--- config.mk ---
export PLATFORM = sky130hd
export DESIGN_NAME = ram2_port_arbiter
export DESIGN_NICKNAME = d
export VERILOG_FILES = /design/src/rtl/ram2_port_arbiter.sv
export SDC_FILE = /design/constraint.sdc
export NUM_CORES = 1
export LEC_CHECK = 0
export CELL_PAD_IN_SITES_DETAIL_PLACEMENT = 1
export CELL_PAD_IN_SITES_GLOBAL_PLACEMENT = 1
export CORE_MARGIN = 2
export CORE_UTILIZATION = 33
export DETAILED_ROUTE_END_ITERATION = 7
export PLACE_DENSITY = 0.88
export SLEW_MARGIN = 20
export SYNTH_ARGS = -nofsm -noshare
export SYNTH_HDL_FRONTEND = slang
export SYNTH_SLANG_ARGS = --single-unit
export TNS_END_PERCENT = 1
--- constraint.sdc ---
create_clock -name clk -period 23.8 [get_ports clk]
set_input_delay 3.57 -clock clk [delete_from_list [all_inputs] [get_ports clk]]
set_output_delay 3.57 -clock clk [all_outputs]
set_load 0.02 [all_outputs]
--- src/rtl/ram2_port_arbiter.sv ---
// Round-robin arbiter that shares one RAM among NUM_REQ requesters. The RAM
// has two read ports and one write port. Each cycle it grants up to two reads
// and one write. It withholds any read that targets the address being written
// in the same cycle. Read data returns to the owning requester one cycle after
// the grant.
module ram2_port_arbiter #(
  parameter int NUM_REQ    = 4,
  parameter int ADDR_WIDTH = 5,
  parameter int DATA_WIDTH = 32
) (
  input  logic                          clk,
  input  logic                          rst,
  input  logic [NUM_REQ-1:0]            req_valid,
  input  logic [NUM_REQ-1:0]            req_wen,
  input  logic [NUM_REQ*ADDR_WIDTH-1:0] req_addr,
  input  logic [NUM_REQ*DATA_WIDTH-1:0] req_wdata,
  output logic [NUM_REQ-1:0]            req_ready,
  output logic [NUM_REQ-1:0]            resp_valid,
  output logic [NUM_REQ*DATA_WIDTH-1:0] resp_data,
  output logic [ADDR_WIDTH-1:0]         raddr0,
  output logic [ADDR_WIDTH-1:0]         raddr1,
  input  logic [DATA_WIDTH-1:0]         rdata0,
  input  logic [DATA_WIDTH-1:0]         rdata1,
  output logic [ADDR_WIDTH-1:0]         waddr,
  output logic [DATA_WIDTH-1:0]         wdata,
  output logic                          wen,
  output logic [15:0]                   conflict_count
);

  localparam int IDX_W = (NUM_REQ > 1) ? $clog2(NUM_REQ) : 1;

  // Flat request buses unpacked per requester for readable indexing.
  logic [ADDR_WIDTH-1:0] addr_a_s  [NUM_REQ];
  logic [DATA_WIDTH-1:0] wdata_a_s [NUM_REQ];

  logic [IDX_W-1:0]      rr_ptr_r;
  logic [IDX_W-1:0]      rr_ptr_nxt_s;
  logic [NUM_REQ-1:0]    grant_s;
  logic                  wen_s;
  logic [ADDR_WIDTH-1:0] waddr_s;
  logic [DATA_WIDTH-1:0] wdata_s;
  logic [ADDR_WIDTH-1:0] raddr0_s;
  logic [ADDR_WIDTH-1:0] raddr1_s;
  logic                  rd0_vld_s;
  logic                  rd1_vld_s;
  logic [IDX_W-1:0]      rd0_own_s;
  logic [IDX_W-1:0]      rd1_own_s;
  logic [3:0]            conflict_inc_s;   // at most NUM_REQ (<= 8) skips per cycle
  logic [16:0]           conflict_sum_s;
  logic [15:0]           conflict_nxt_s;

  logic                  rd0_vld_r;
  logic                  rd1_vld_r;
  logic [IDX_W-1:0]      rd0_own_r;
  logic [IDX_W-1:0]      rd1_own_r;
  logic [15:0]           conflict_count_r;

  // Requester index at scan position k, starting from base and wrapping at NUM_REQ.
  function automatic logic [IDX_W-1:0] scan_idx(input logic [IDX_W-1:0] base, input int k);
    int s;
    s = int'(base) + k;
    if (s >= NUM_REQ) begin
      s = s - NUM_REQ;
    end else begin
      s = s;
    end
    return IDX_W'(s);
  endfunction

  for (genvar g = 0; g < NUM_REQ; g++) begin : g_unpack
    assign addr_a_s[g]  = req_addr[g*ADDR_WIDTH +: ADDR_WIDTH];
    assign wdata_a_s[g] = req_wdata[g*DATA_WIDTH +: DATA_WIDTH];
  end

  // Grant selection: the write pass first, then the read pass (with the
  // hazard check against the granted write), then the pointer advance.
  always_comb begin
    logic [IDX_W-1:0] idx;
    int               ports;
    idx            = '0;
    ports          = 0;
    grant_s        = '0;
    wen_s          = 1'b0;
    waddr_s        = '0;
    wdata_s        = '0;
    raddr0_s       = '0;
    raddr1_s       = '0;
    rd0_vld_s      = 1'b0;
    rd1_vld_s      = 1'b0;
    rd0_own_s      = '0;
    rd1_own_s      = '0;
    conflict_inc_s = 4'd0;
    rr_ptr_nxt_s   = rr_ptr_r;
    if (!rst) begin
      for (int k = 0; k < NUM_REQ; k++) begin
        idx = scan_idx(rr_ptr_r, k);
        if (!wen_s && req_valid[idx] && req_wen[idx]) begin
          wen_s        = 1'b1;
          waddr_s      = addr_a_s[idx];
          wdata_s      = wdata_a_s[idx];
          grant_s[idx] = 1'b1;
        end else begin
          wen_s = wen_s;
        end
      end
      for (int k = 0; k < NUM_REQ; k++) begin
        idx = scan_idx(rr_ptr_r, k);
        if (req_valid[idx] && !req_wen[idx] && (ports < 2)) begin
          if (wen_s && (addr_a_s[idx] == waddr_s)) begin
            // A read of the address being written this cycle waits. The next read in scan order may take its port.
            conflict_inc_s = conflict_inc_s + 4'd1;
          end else if (ports == 0) begin
            raddr0_s     = addr_a_s[idx];
            rd0_vld_s    = 1'b1;
            rd0_own_s    = idx;
            grant_s[idx] = 1'b1;
            ports        = 1;
          end else begin
            raddr1_s     = addr_a_s[idx];
            rd1_vld_s    = 1'b1;
            rd1_own_s    = idx;
            grant_s[idx] = 1'b1;
            ports        = 2;
          end
        end else begin
          ports = ports;
        end
      end
      // Later scan positions overwrite earlier ones, so the last granted position wins.
      for (int k = 0; k < NUM_REQ; k++) begin
        idx = scan_idx(rr_ptr_r, k);
        if (grant_s[idx]) begin
          rr_ptr_nxt_s = scan_idx(rr_ptr_r, k + 1);
        end else begin
          rr_ptr_nxt_s = rr_ptr_nxt_s;
        end
      end
    end else begin
      rr_ptr_nxt_s = rr_ptr_r;
    end
  end

  // Saturating next value of the read-stall counter.
  always_comb begin
    conflict_sum_s = {1'b0, conflict_count_r} + {13'd0, conflict_inc_s};
    if (conflict_sum_s[16]) begin
      conflict_nxt_s = 16'hFFFF;
    end else begin
      conflict_nxt_s = conflict_sum_s[15:0];
    end
  end

  // Arbiter state: round-robin pointer, per-port read owner pipeline and stall counter.
  always_ff @(posedge clk) begin
    if (rst) begin
      rr_ptr_r         <= '0;
      rd0_vld_r        <= 1'b0;
      rd1_vld_r        <= 1'b0;
      rd0_own_r        <= '0;
      rd1_own_r        <= '0;
      conflict_count_r <= 16'd0;
    end else begin
      rr_ptr_r         <= rr_ptr_nxt_s;
      rd0_vld_r        <= rd0_vld_s;
      rd1_vld_r        <= rd1_vld_s;
      rd0_own_r        <= rd0_own_s;
      rd1_own_r        <= rd1_own_s;
      conflict_count_r <= conflict_nxt_s;
    end
  end

  // Route registered RAM data to the requester that owned each read port.
  // Responses are suppressed while rst is high, so reads in flight are dropped.
  for (genvar g = 0; g < NUM_REQ; g++) begin : g_resp
    logic hit0_s;
    logic hit1_s;
    assign hit0_s = !rst && rd0_vld_r && (rd0_own_r == IDX_W'(g));
    assign hit1_s = !rst && rd1_vld_r && (rd1_own_r == IDX_W'(g));
    assign resp_valid[g] = hit0_s || hit1_s;
    assign resp_data[g*DATA_WIDTH +: DATA_WIDTH] = hit0_s ? rdata0 : (hit1_s ? rdata1 : '0);
  end

  assign req_ready      = grant_s;
  assign raddr0         = raddr0_s;
  assign raddr1         = raddr1_s;
  assign waddr          = waddr_s;
  assign wdata          = wdata_s;
  assign wen            = wen_s;
  assign conflict_count = conflict_count_r;

endmodule

==> results of run 1 <==
[registers in the layout, summed over array words and instances, names as in the netlist]
signal / flops
conflict_count: 16
rd0_vld_r: 1
rd1_own_r: 2
rd0_own_r: 2
rd1_vld_r: 1
rr_ptr_r: 2
[cell type report]
cell class                      instances  area, sq um  share of cell area
Inverter                               17         63.8             0.00485
Clock buffer                            3         75.1             0.00571
Multi-Input combinational cell        739         7740               0.588
Timing Repair Buffer                  437         4340               0.330
Tap cell                              335          419              0.0319
Clock inverter                          1         30.0             0.00228
Sequential cell                        24          488              0.0371
[worst max-delay path, cell delays in order]
cell and delay (ns):
clkdlybuf4s50_1 0.52, mux4_2 0.36, and2_2 0.89, o21ai_1 0.34
nor3_1 0.31, o32ai_1 0.19, o41a_4 0.60, ha_1 0.30
or3_1 0.36, o211ai_1 0.21, and4bb_1 0.48, and2_1 0.45
a221oi_1 0.09, a211oi_1 0.35, clkdlybuf4s50_1 0.68
[power by group]
group	switching (uW)	internal [uW]
Combinational	647	537
Clock	15.0	33.5
Sequential	20.0	47.1
Total	682	618
[final timing paths]
check                                              startpoint                             to  slack (ns)  cells past startpoint
worst max register to register       rr_ptr_r[0]$_SDFFE_PP0P_   conflict_count[3]$_SDFF_PP0_       15.81                     25
worst max-delay path                             req_valid[2]                      raddr1[4]       10.49                     15
worst min register to register  conflict_count[14]$_SDFF_PP0_  conflict_count[14]$_SDFF_PP0_        0.56                      2
worst min-delay path            conflict_count[14]$_SDFF_PP0_  conflict_count[14]$_SDFF_PP0_        0.56                      2
[metrics by stage]
step	area (sq um)	cells	total power (uW)	util	worst slack, ns
floorplan	8650	879	863	-	12.26
global placement	13100	1552	1210	0.504	10.84
detailed placement	13100	1552	1240	0.504	10.68
CTS	13200	1556	1290	0.508	10.65
global route	13200	1556	1380	0.508	10.25
finish	13200	1556	1300	0.508	10.49
[layer usage]
| metal | track usage | vias to the layer above | wire length [um] |
|---|---|---|---|
| met3 | 0.0565 | 103 | 3510 |
| met4 | 0.132 | 0 | 2130 |
| met5 | 0 | - | 0 |
| met2 | 0.542 | 610 | 22000 |
| li1 | - | 4449 | - |
| met1 | 0.323 | 5267 | 14500 |
[placed cells by master (no fill, tap or decap), types with 3 or more instances in the layout]
master / count
a41oi_1: 4
mux4_2: 157
clkdlybuf4s50_1: 420
and3_1: 10
a211oi_1: 13
mux2_2: 3
dfxtp_1: 22
and2_1: 7
or2_2: 3
o21ai_1: 3
buf_4: 15
xor2_1: 14
a221oi_1: 10
mux2i_1: 7
ha_1: 13
o21ai_0: 10
a22oi_1: 71
a21o_1: 4
nor2_2: 5
xnor2_1: 14
a31oi_1: 10
o211ai_1: 4
a21oi_1: 61
or3_1: 3
o221ai_1: 3
clkbuf_16: 3
nor2b_1: 11
a222oi_1: 3
nand3_1: 14
nor3_2: 3
inv_1: 14
nand2b_1: 8
nor3_1: 12
nand2_1: 34
nor2_1: 46
a221o_1: 7
nor4_1: 3
a22o_1: 128
[kinds of logic (layout without fill, tap and decap cells)]
| group | Yosys count | count (layout) | synth area share |
|---|---|---|---|
| buffers and inverters | 116 | 458 | 0.0550 |
| adder cells (fa/ha/maj) | 15 | 15 | 0.0226 |
| AO/OA/AOI/OAI | 352 | 352 | 0.313 |
| multiplexers | 168 | 168 | 0.422 |
| flip-flops | 24 | 24 | 0.0555 |
| AND/OR/NAND/NOR | 176 | 176 | 0.103 |
| XOR/XNOR | 28 | 28 | 0.0283 |
==> out/summary.txt, run 1 <==
status: finished clean
Worst-Margin Slew: 1.10 ns
final hold vios: 0
RSZ-0062 raised after global routing: false
Initial Util: 0.334
later-pin clock latency in the skew report: 0.26 ns
maximum clock frequency: 75.1 MHz
count leader, synth: mux4_2
Tightest Hold Check Type: register to register
Routed wire per std cell: 27.0 um
Critical Path Fanout Max: 45
row count: 59
dominant cell type by area after synthesis: mux4_2
relative slew slack: 0.270
Synth Flop Type: dfxtp_1
syn avg cell area: 9.84 sq um
Post-route DRC: 0
post-cts resize count: 0
Nets: 1,459
final setup vio count: 0
Placer Congestion: 0.988
worst vdd ir: 0.0833 mV
largest net degree at the start of global routing: 133
Cells after Synth: 879
critical path type: primary input to output port
Yosys warnings: 0
hold_buf cts: 0
PwrDens: 98.8 nW/um^2
Post-DP HPWL: 32.5 mm
root buf cell: clkbuf_16
Tot GR Track Use: 0.293
Area growth syn-to-layout: 52.1%
post-CTS setup buffer count: 0
Final TNS setup: 0 ns
Synth top cells by count: 157 x mux4_2, 128 x a22o_1, 76 x clkbuf_1, 71 x a22oi_1, 61 x a21oi_1
CTS sink cnt: 24
vias per cell: 6.70
Pre-Repair DR Iteration Count: 7
io pins: 422
Yosys cell types: 72
layout cell share with drive strength beyond 1: 0.172
antenna viol nets, final: 0
H-tree lvl count: 1
Die Wd: 166 um
Lkg Pwr: 0.00430 uW
max cap viols: 0
CTS Buf Count: 3
Worst-path clk slew: 0.06 ns
WL final: 42.1 mm
Die Span Y: 166 um
diode count: 0
area share of the largest cell type after synthesis: 0.409
Detailed Route Iter0 Violations: 802
syn nets: 1,116
Seq/Total Area, Yosys: 0.0555
DR vias: 10,429
CORE AREA: 25,900 sq um
final setup skew: 0.00658 ns
Critical Path AT: 9.74 ns
Pins Over Slew Limit: 0
ys async rst share: 0
crit share post-route: 0.559
Crit. End Element: output port
Max clock buf depth: 2
first-pass GRT wire length: 64.6 mm
Worst EP required: 20.23 ns
Die ar.: 27,500 sq um
global route overflow: 0
Post-synth EDFFs: 0
Startpoint Class: primary input
main area contributors after synthesis: mux4_2 41%, a22o_1 13%, a22oi_1 6.2%, dfxtp_1 5.6%, a21oi_1 3.5%
initial antenna violation count: 0
Mapped Area: 8650 sq um
Buffers on Ports: 421
vias in the first global route: 10,761
#FFs+latches synth: 24
fill count: 2,825
CTS tree: done
worst hold slack: 0.559 ns
Tmin final: 13.31 ns
Note: power is estimated with default switching activity, not from simulation.
==> inputs of run 2 (changes only) <==
--- a/config.mk
+++ b/config.mk
@@ -8,9 +8,9 @@
 export CELL_PAD_IN_SITES_DETAIL_PLACEMENT = 1
 export CELL_PAD_IN_SITES_GLOBAL_PLACEMENT = 1
 export CORE_MARGIN = 2
-export CORE_UTILIZATION = 33
+export CORE_UTILIZATION = 31
 export DETAILED_ROUTE_END_ITERATION = 7
-export PLACE_DENSITY = 0.88
+export PLACE_DENSITY = 0.83
 export SLEW_MARGIN = 20
 export SYNTH_ARGS = -nofsm -noshare
 export SYNTH_HDL_FRONTEND = slang
==> constraint.sdc (replaced) <==
create_clock -name clk -period 12.7 [get_ports clk]
set_input_delay 1.905 -clock clk [delete_from_list [all_inputs] [get_ports clk]]
set_output_delay 1.905 -clock clk [all_outputs]
set_load 0.02 [all_outputs]
==> out/summary.txt, run 2 (synthesis results as in run 1) <==
Routed wire per std cell: 25.7 um (was 27.0 um)
Final TNS setup: 0 ns (unchanged)
crit share post-route: 0.781
Post-DP HPWL: 31.8 mm (was 32.5 mm)
first-pass GRT wire length: 61.8 mm (was 64.6 mm)
Pins Over Slew Limit: 0 (unchanged)
Die Span Y: 171 um (was 166 um)
Clk pwr share: 0.029 (was 0.037)
CTS Buf Count: 3 (unchanged)
crit path cell chain: clkdlybuf4s50_1 > mux4_2 > a22o_4 > nor3_4 > buf_4 > nor3_1 > o32ai_1 > o41a_4 > ha_1 > or3_1 > o211ai_1 > and4bb_1 > and2_1 > a221oi_1 > a211oi_1 > clkdlybuf4s50_1 (was clkdlybuf4s50_1 > mux4_2 > and2_2 > o21ai_1 > nor3_1 > o32ai_1 > o41a_4 > ha_1 > or3_1 > o211ai_1 > and4bb_1 > and2_1 > a221oi_1 > a211oi_1 > clkdlybuf4s50_1)
initial antenna violation count: 0 (unchanged)
internal power: 1140 uW (was 618 uW)
DR vias: 10,316 (was 10,429)
root buf cell: clkbuf_16 (unchanged)
Worst-path clk slew: 0.06 ns (about the same)
max reg flops: 16 (unchanged)
most frequent cells in the layout: 420 x clkdlybuf4s50_1, 157 x mux4_2, 128 x a22o_1, 71 x a22oi_1, 61 x a21oi_1 (unchanged)
fill count: 3,064 (was 2,825)
post-CTS setup buffer count: 0 (unchanged)
WL final: 41.2 mm (was 42.1 mm)
Setup crit start: req_valid[2] (unchanged)
setup slack, reg-to-reg: 4.74 ns (was 15.81 ns)
Lkg Pwr: 0.00430 uW (about the same)
Critical Path Fanout Max: 43 (was 45)
final setup skew: 0.00188 ns (was 0.00658 ns)
Detailed Route Iter0 Violations: 719 (was 802)
layout cell share with drive strength beyond 1: 0.173 (was 0.172)
Comb power frac: 0.919 (was 0.911)
vias per cell: 6.44 (was 6.70)
status: finished clean (unchanged)
critical path type: primary input to output port (unchanged)
diode count: 0 (unchanged)
cell count of the worst reg-to-reg path: 26 (was 25)
Storage cell area: 488 sq um (unchanged)
Initial Util: 0.313 (was 0.334)
max cap viols: 0 (unchanged)
maximum clock frequency: 101 MHz
Worst-Margin Slew: 1.08 ns (was 1.10 ns)
Buf/Inv on CP: 3 (was 2)
post-layout instance area: 13,200 sq um (about the same)
worst vdd ir: 0.140 mV (was 0.0833 mV)
Most common cell on crit path: clkdlybuf4s50_1 (unchanged)
Die Wd: 171 um (was 166 um)
DP Area: 13,100 sq um (about the same)
Reg-to-Reg End: conflict_count[4]$_SDFF_PP0_ (was conflict_count[3]$_SDFF_PP0_)
footprint of the multi-input gates: 7740 sq um (about the same)
Startpoint Class: primary input (unchanged)
slowest stage delay, CP: 0.67 ns (was 0.89 ns)
vias in the first global route: 10,699 (was 10,761)
Net Sw Frac: 0.525 (about the same)
Buffers on Ports: 421 (unchanged)
final hold vios: 0 (unchanged)
final std cells w/o fill: 1,601 (was 1,556)
worst flop-to-flop path startpoint: rr_ptr_r[0]$_SDFFE_PP0P_ (unchanged)
antenna viol nets, final: 0 (unchanged)
commonest non-fill, non-tap cell in the layout: clkdlybuf4s50_1 (unchanged)
Worst setup endpoint: raddr1[4] (unchanged)
io pins: 422 (unchanged)
Critical Path AT: 8.01 ns (was 9.74 ns)
row count: 61 (was 59)
number of cells on the critical path: 16 (was 15)
Placer Congestion: 1.00 (was 0.988)
Area growth syn-to-layout: 52.6% (was 52.1%)
Max clock buf depth: 2 (unchanged)
CTS sink cnt: 24 (unchanged)
Nets: 1,461 (was 1,459)
hold_buf cts: 0 (unchanged)
NetSw: 1260 uW (was 682 uW)
PwrDens: 182 nW/um^2 (was 98.8 nW/um^2)
Pre-Repair DR Iteration Count: 5 (was 7)
global route overflow: 0 (unchanged)
Post-route DRC: 0 (unchanged)
Die ar.: 29,300 sq um (was 27,500 sq um)
Tot GR Track Use: 0.269 (was 0.293)
later-pin clock latency in the skew report: 0.26 ns (about the same)
post-cts resize count: 0 (unchanged)
H-tree lvl count: 1 (unchanged)
Tightest Hold Check Type: register to register (unchanged)
slowest cell on the critical path: clkdlybuf4s50_1 (was and2_2)
CTS tree: done (unchanged)
sequential share of power: 0.052 (about the same)
relative slew slack: 0.282 (was 0.270)
final setup vio count: 0 (unchanged)
placed insts: 1,597 (was 1,552)
Tmin final: 9.92 ns
RSZ-0062 raised after global routing: false (unchanged)
Worst EP required: 10.80 ns (was 20.23 ns)
crit-path leading delay family: compound AO/OA/AOI/OAI gates (was simple AND/OR/NAND/NOR gates)
CORE AREA: 27,600 sq um (was 25,900 sq um)
largest net degree at the start of global routing: 83 (was 133)
Crit. End Element: output port (unchanged)
## run 2: cell types whose count changed in the layout (fill, tap and decap cells not counted), sizes merged
| cell | before | now |
|---|---|---|
| buf | 17 | 19 |
| clkbuf | 3 | 4 |
| bufinv | 1 | 0 |
## run 2: worst min-delay path by stage
stage | endpoint | start | cells past startpoint | slack, ns
after floorplan | conflict_count[12]$_SDFF_PP0_ | conflict_count[12]$_SDFF_PP0_ | 2 | 0.61
after global placement | conflict_count[14]$_SDFF_PP0_ | conflict_count[14]$_SDFF_PP0_ | 2 | 0.54
after detailed placement | conflict_count[14]$_SDFF_PP0_ | conflict_count[14]$_SDFF_PP0_ | 2 | 0.55
after CTS | conflict_count[14]$_SDFF_PP0_ | conflict_count[14]$_SDFF_PP0_ | 2 | 0.56
after global routing | conflict_count[9]$_SDFF_PP0_ | conflict_count[9]$_SDFF_PP0_ | 2 | 0.62
final | conflict_count[14]$_SDFF_PP0_ | conflict_count[14]$_SDFF_PP0_ | 2 | 0.56
## run 2: worst min-delay path, cell delays in order, from the launching register on
cell     delay (ns)
dfxtp_1        0.33
a31oi_1        0.14
nor3_1         0.05
## run 2: power groups by stage
| stage | logic [uW] | registers, uW | clock network, uW |
|---|---|---|---|
| 2_1_floorplan | 1520 | 97.5 | 0 |
| 3_3_place_gp | 2150 | 126 | 0 |
| 3_5_place_dp | 2180 | 128 | 0 |
| 4_1_cts | 2190 | 126 | 69.8 |
| 5_1_grt | 2350 | 130 | 74.7 |
| 6_report | 2200 | 125 | 69.2 |
## run 2: metal layers
metal | routed length, um | vias up | track usage
met2 | 21200 | 550 | 0.498
met5 | 0 | - | 0
li1 | - | 4456 | -
met4 | 2010 | 0 | 0.124
met1 | 14600 | 5225 | 0.295
met3 | 3480 | 85 | 0.0527
## run 2: layout make-up
cell class | instances | share of cell area
clock buffer | 4 | 0.00597
inverter | 17 | 0.00483
multi-input combinational | 739 | 0.587
sequential | 24 | 0.0370
tap | 378 | 0.0358
timing repair buffer | 439 | 0.330
## run 2: stage by stage
step / hold WS, ns / worst slack (ns) / total power [uW] / util
floorplan: 0.606 / 4.28 / 1620 / -
global placement: 0.542 / 3.11 / 2270 / 0.475
detailed placement: 0.547 / 2.96 / 2310 / 0.475
CTS: 0.560 / 2.94 / 2390 / 0.477
global route: 0.619 / 2.53 / 2560 / 0.478
finish: 0.565 / 2.78 / 2400 / 0.478
==> inputs of run 3 (changes only) <==
==> constraint.sdc (replaced) <==
create_clock -name clk -period 9.2 [get_ports clk]
set_input_delay 1.38 -clock clk [delete_from_list [all_inputs] [get_ports clk]]
set_output_delay 1.38 -clock clk [all_outputs]
set_load 0.02 [all_outputs]
==> out/summary.txt, run 3 (synthesis results as in run 1) <==
layout cell share with drive strength beyond 1: 0.177 (was 0.173)
Worst-path clk slew: 0.06 ns (about the same)
Max clock buf depth: 2 (unchanged)
RSZ-0062 raised after global routing: false (unchanged)
CTS sink cnt: 24 (unchanged)
Detailed Route Iter0 Violations: 688 (was 719)
maximum clock frequency: 117 MHz
relative slew slack: 0.360 (was 0.282)
Nets: 1,467 (was 1,461)
first-pass GRT wire length: 63.3 mm (was 61.8 mm)
final hold vios: 0 (unchanged)
Post-DP HPWL: 33.0 mm (was 31.8 mm)
Most common cell on crit path: clkdlybuf4s50_1 (unchanged)
diode count: 0 (unchanged)
Tightest Hold Check Type: register to register (unchanged)
initial antenna violation count: 0 (unchanged)
CTS tree: done (unchanged)
max cap viols: 0 (unchanged)
Die ar.: 29,300 sq um (unchanged)
vias per cell: 6.41 (was 6.44)
Tot GR Track Use: 0.278 (was 0.269)
hold_buf cts: 0 (unchanged)
Routed wire per std cell: 26.3 um (was 25.7 um)
slowest stage delay, CP: 0.66 ns (was 0.67 ns)
antenna viol nets, final: 0 (unchanged)
Critical Path Fanout Max: 15 (was 43)
Initial Util: 0.313 (unchanged)
CORE AREA: 27,600 sq um (unchanged)
Die Wd: 171 um (unchanged)
Buffers on Ports: 421 (unchanged)
Startpoint Class: primary input (unchanged)
Area growth syn-to-layout: 53.1% (was 52.6%)
setup slack, reg-to-reg: 1.51 ns (was 4.74 ns)
max reg flops: 16 (unchanged)
Placer Congestion: 0.954 (was 1.00)
global route overflow: 0 (unchanged)
Tmin final: 8.57 ns
slowest cell on the critical path: clkdlybuf4s50_1 (unchanged)
CTS Buf Count: 3 (unchanged)
worst hold slack: 0.569 ns (was 0.565 ns)
Post-route DRC: 0 (unchanged)
most frequent cells in the layout: 420 x clkdlybuf4s50_1, 157 x mux4_2, 128 x a22o_1, 71 x a22oi_1, 61 x a21oi_1 (unchanged)
Final TNS setup: 0 ns (unchanged)
PwrDens: 253 nW/um^2 (was 182 nW/um^2)
crit share post-route: 0.932
Crit. End Element: output port (unchanged)
crit-path leading delay family: simple AND/OR/NAND/NOR gates (was compound AO/OA/AOI/OAI gates)
DR vias: 10,306 (was 10,316)
post-CTS setup buffer count: 0 (unchanged)
final setup skew: 0.00201 ns (was 0.00188 ns)
critical path type: primary input to output port (unchanged)
Critical Path AT: 7.19 ns (was 8.01 ns)
largest net degree at the start of global routing: 70 (was 83)
Buf/Inv on CP: 2 (was 3)
Lkg Pwr: 0.00433 uW (was 0.00430 uW)
status: finished clean (unchanged)
crit path cell chain: clkdlybuf4s50_1 > mux4_2 > a22o_4 > nor3_4 > nor3_1 > o32ai_1 > o41a_4 > ha_1 > nand2_1 > nand3b_1 > a21oi_2 > o211ai_1 > and4bb_1 > and2_1 > a221oi_1 > a211oi_1 > clkdlybuf4s50_1 (was clkdlybuf4s50_1 > mux4_2 > a22o_4 > nor3_4 > buf_4 > nor3_1 > o32ai_1 > o41a_4 > ha_1 > or3_1 > o211ai_1 > and4bb_1 > and2_1 > a221oi_1 > a211oi_1 > clkdlybuf4s50_1)
Pins Over Slew Limit: 0 (unchanged)
row count: 61 (unchanged)
later-pin clock latency in the skew report: 0.26 ns (about the same)
worst vdd ir: 0.130 mV (was 0.140 mV)
root buf cell: clkbuf_16 (unchanged)
WL final: 42.3 mm (was 41.2 mm)
commonest non-fill, non-tap cell in the layout: clkdlybuf4s50_1 (unchanged)
Worst-Margin Slew: 0.960 ns (was 1.08 ns)
vias in the first global route: 10,652 (was 10,699)
Worst EP required: 7.82 ns (was 10.80 ns)
post-cts resize count: 0 (unchanged)
H-tree lvl count: 1 (unchanged)
Pwr Total: 3350 uW (was 2400 uW)
Pre-Repair DR Iteration Count: 5 (unchanged)
final setup vio count: 0 (unchanged)
Die Span Y: 171 um (unchanged)
io pins: 422 (unchanged)
-- run 3: cell types whose count changed in the layout (fill, tap and decap cells not counted), sizes merged --
cell  previous run  this run
buf             19        25
-- run 3: path summary, 6_finish.rpt --
kind         cells after the start                       endpoint                           from
max                             17                      raddr1[2]                     req_wen[2]
min                              2  conflict_count[14]$_SDFF_PP0_  conflict_count[14]$_SDFF_PP0_
max reg2reg                     24   conflict_count[0]$_SDFF_PP0_       rr_ptr_r[0]$_SDFFE_PP0P_
min reg2reg                      2  conflict_count[14]$_SDFF_PP0_  conflict_count[14]$_SDFF_PP0_
-- run 3: layout make-up --
cell class | count | area (sq um)
inverters | 17 | 63.8
flip-flops and latches | 24 | 488
clock buffers | 4 | 78.8
fillers | 3052 | 14400
multi-input cells | 739 | 7740
well taps | 378 | 473
repair buffers | 445 | 4390
-- run 3: per-stage QoR --
stage               utilization  area, sq um  instances  worst slack, ns
finish                    0.479        13200       1607            0.629
global route              0.479        13200       1607            0.290
CTS                       0.479        13200       1607            0.760
detailed placement        0.476        13200       1603            0.774
global placement          0.476        13200       1603            0.939
floorplan                     -         8650        879             1.31
-- run 3: power breakdown --
part           internal (uW)  switching, uW  total [uW]
combinational           1400           1690        3090
sequential               122           38.5         160
clock                   59.2           36.4        95.5
total                   1580           1760        3350
-- run 3: worst min-delay path: cells and delay by family, from the launching register on --
kind / cells / cell delay [ns]
flops: 1 / 0.33
compound gates: 1 / 0.15
simple gates: 1 / 0.05
-- run 3: per-layer routing --
| metal | share of wire | global-route usage | vias to the layer above |
|---|---|---|---|
| li1 | - | - | 4459 |
| met4 | 0.047 | 0.123 | 0 |
| met3 | 0.082 | 0.0502 | 90 |
| met1 | 0.37 | 0.319 | 5227 |
| met5 | 0 | 0 | - |
| met2 | 0.51 | 0.501 | 530 |
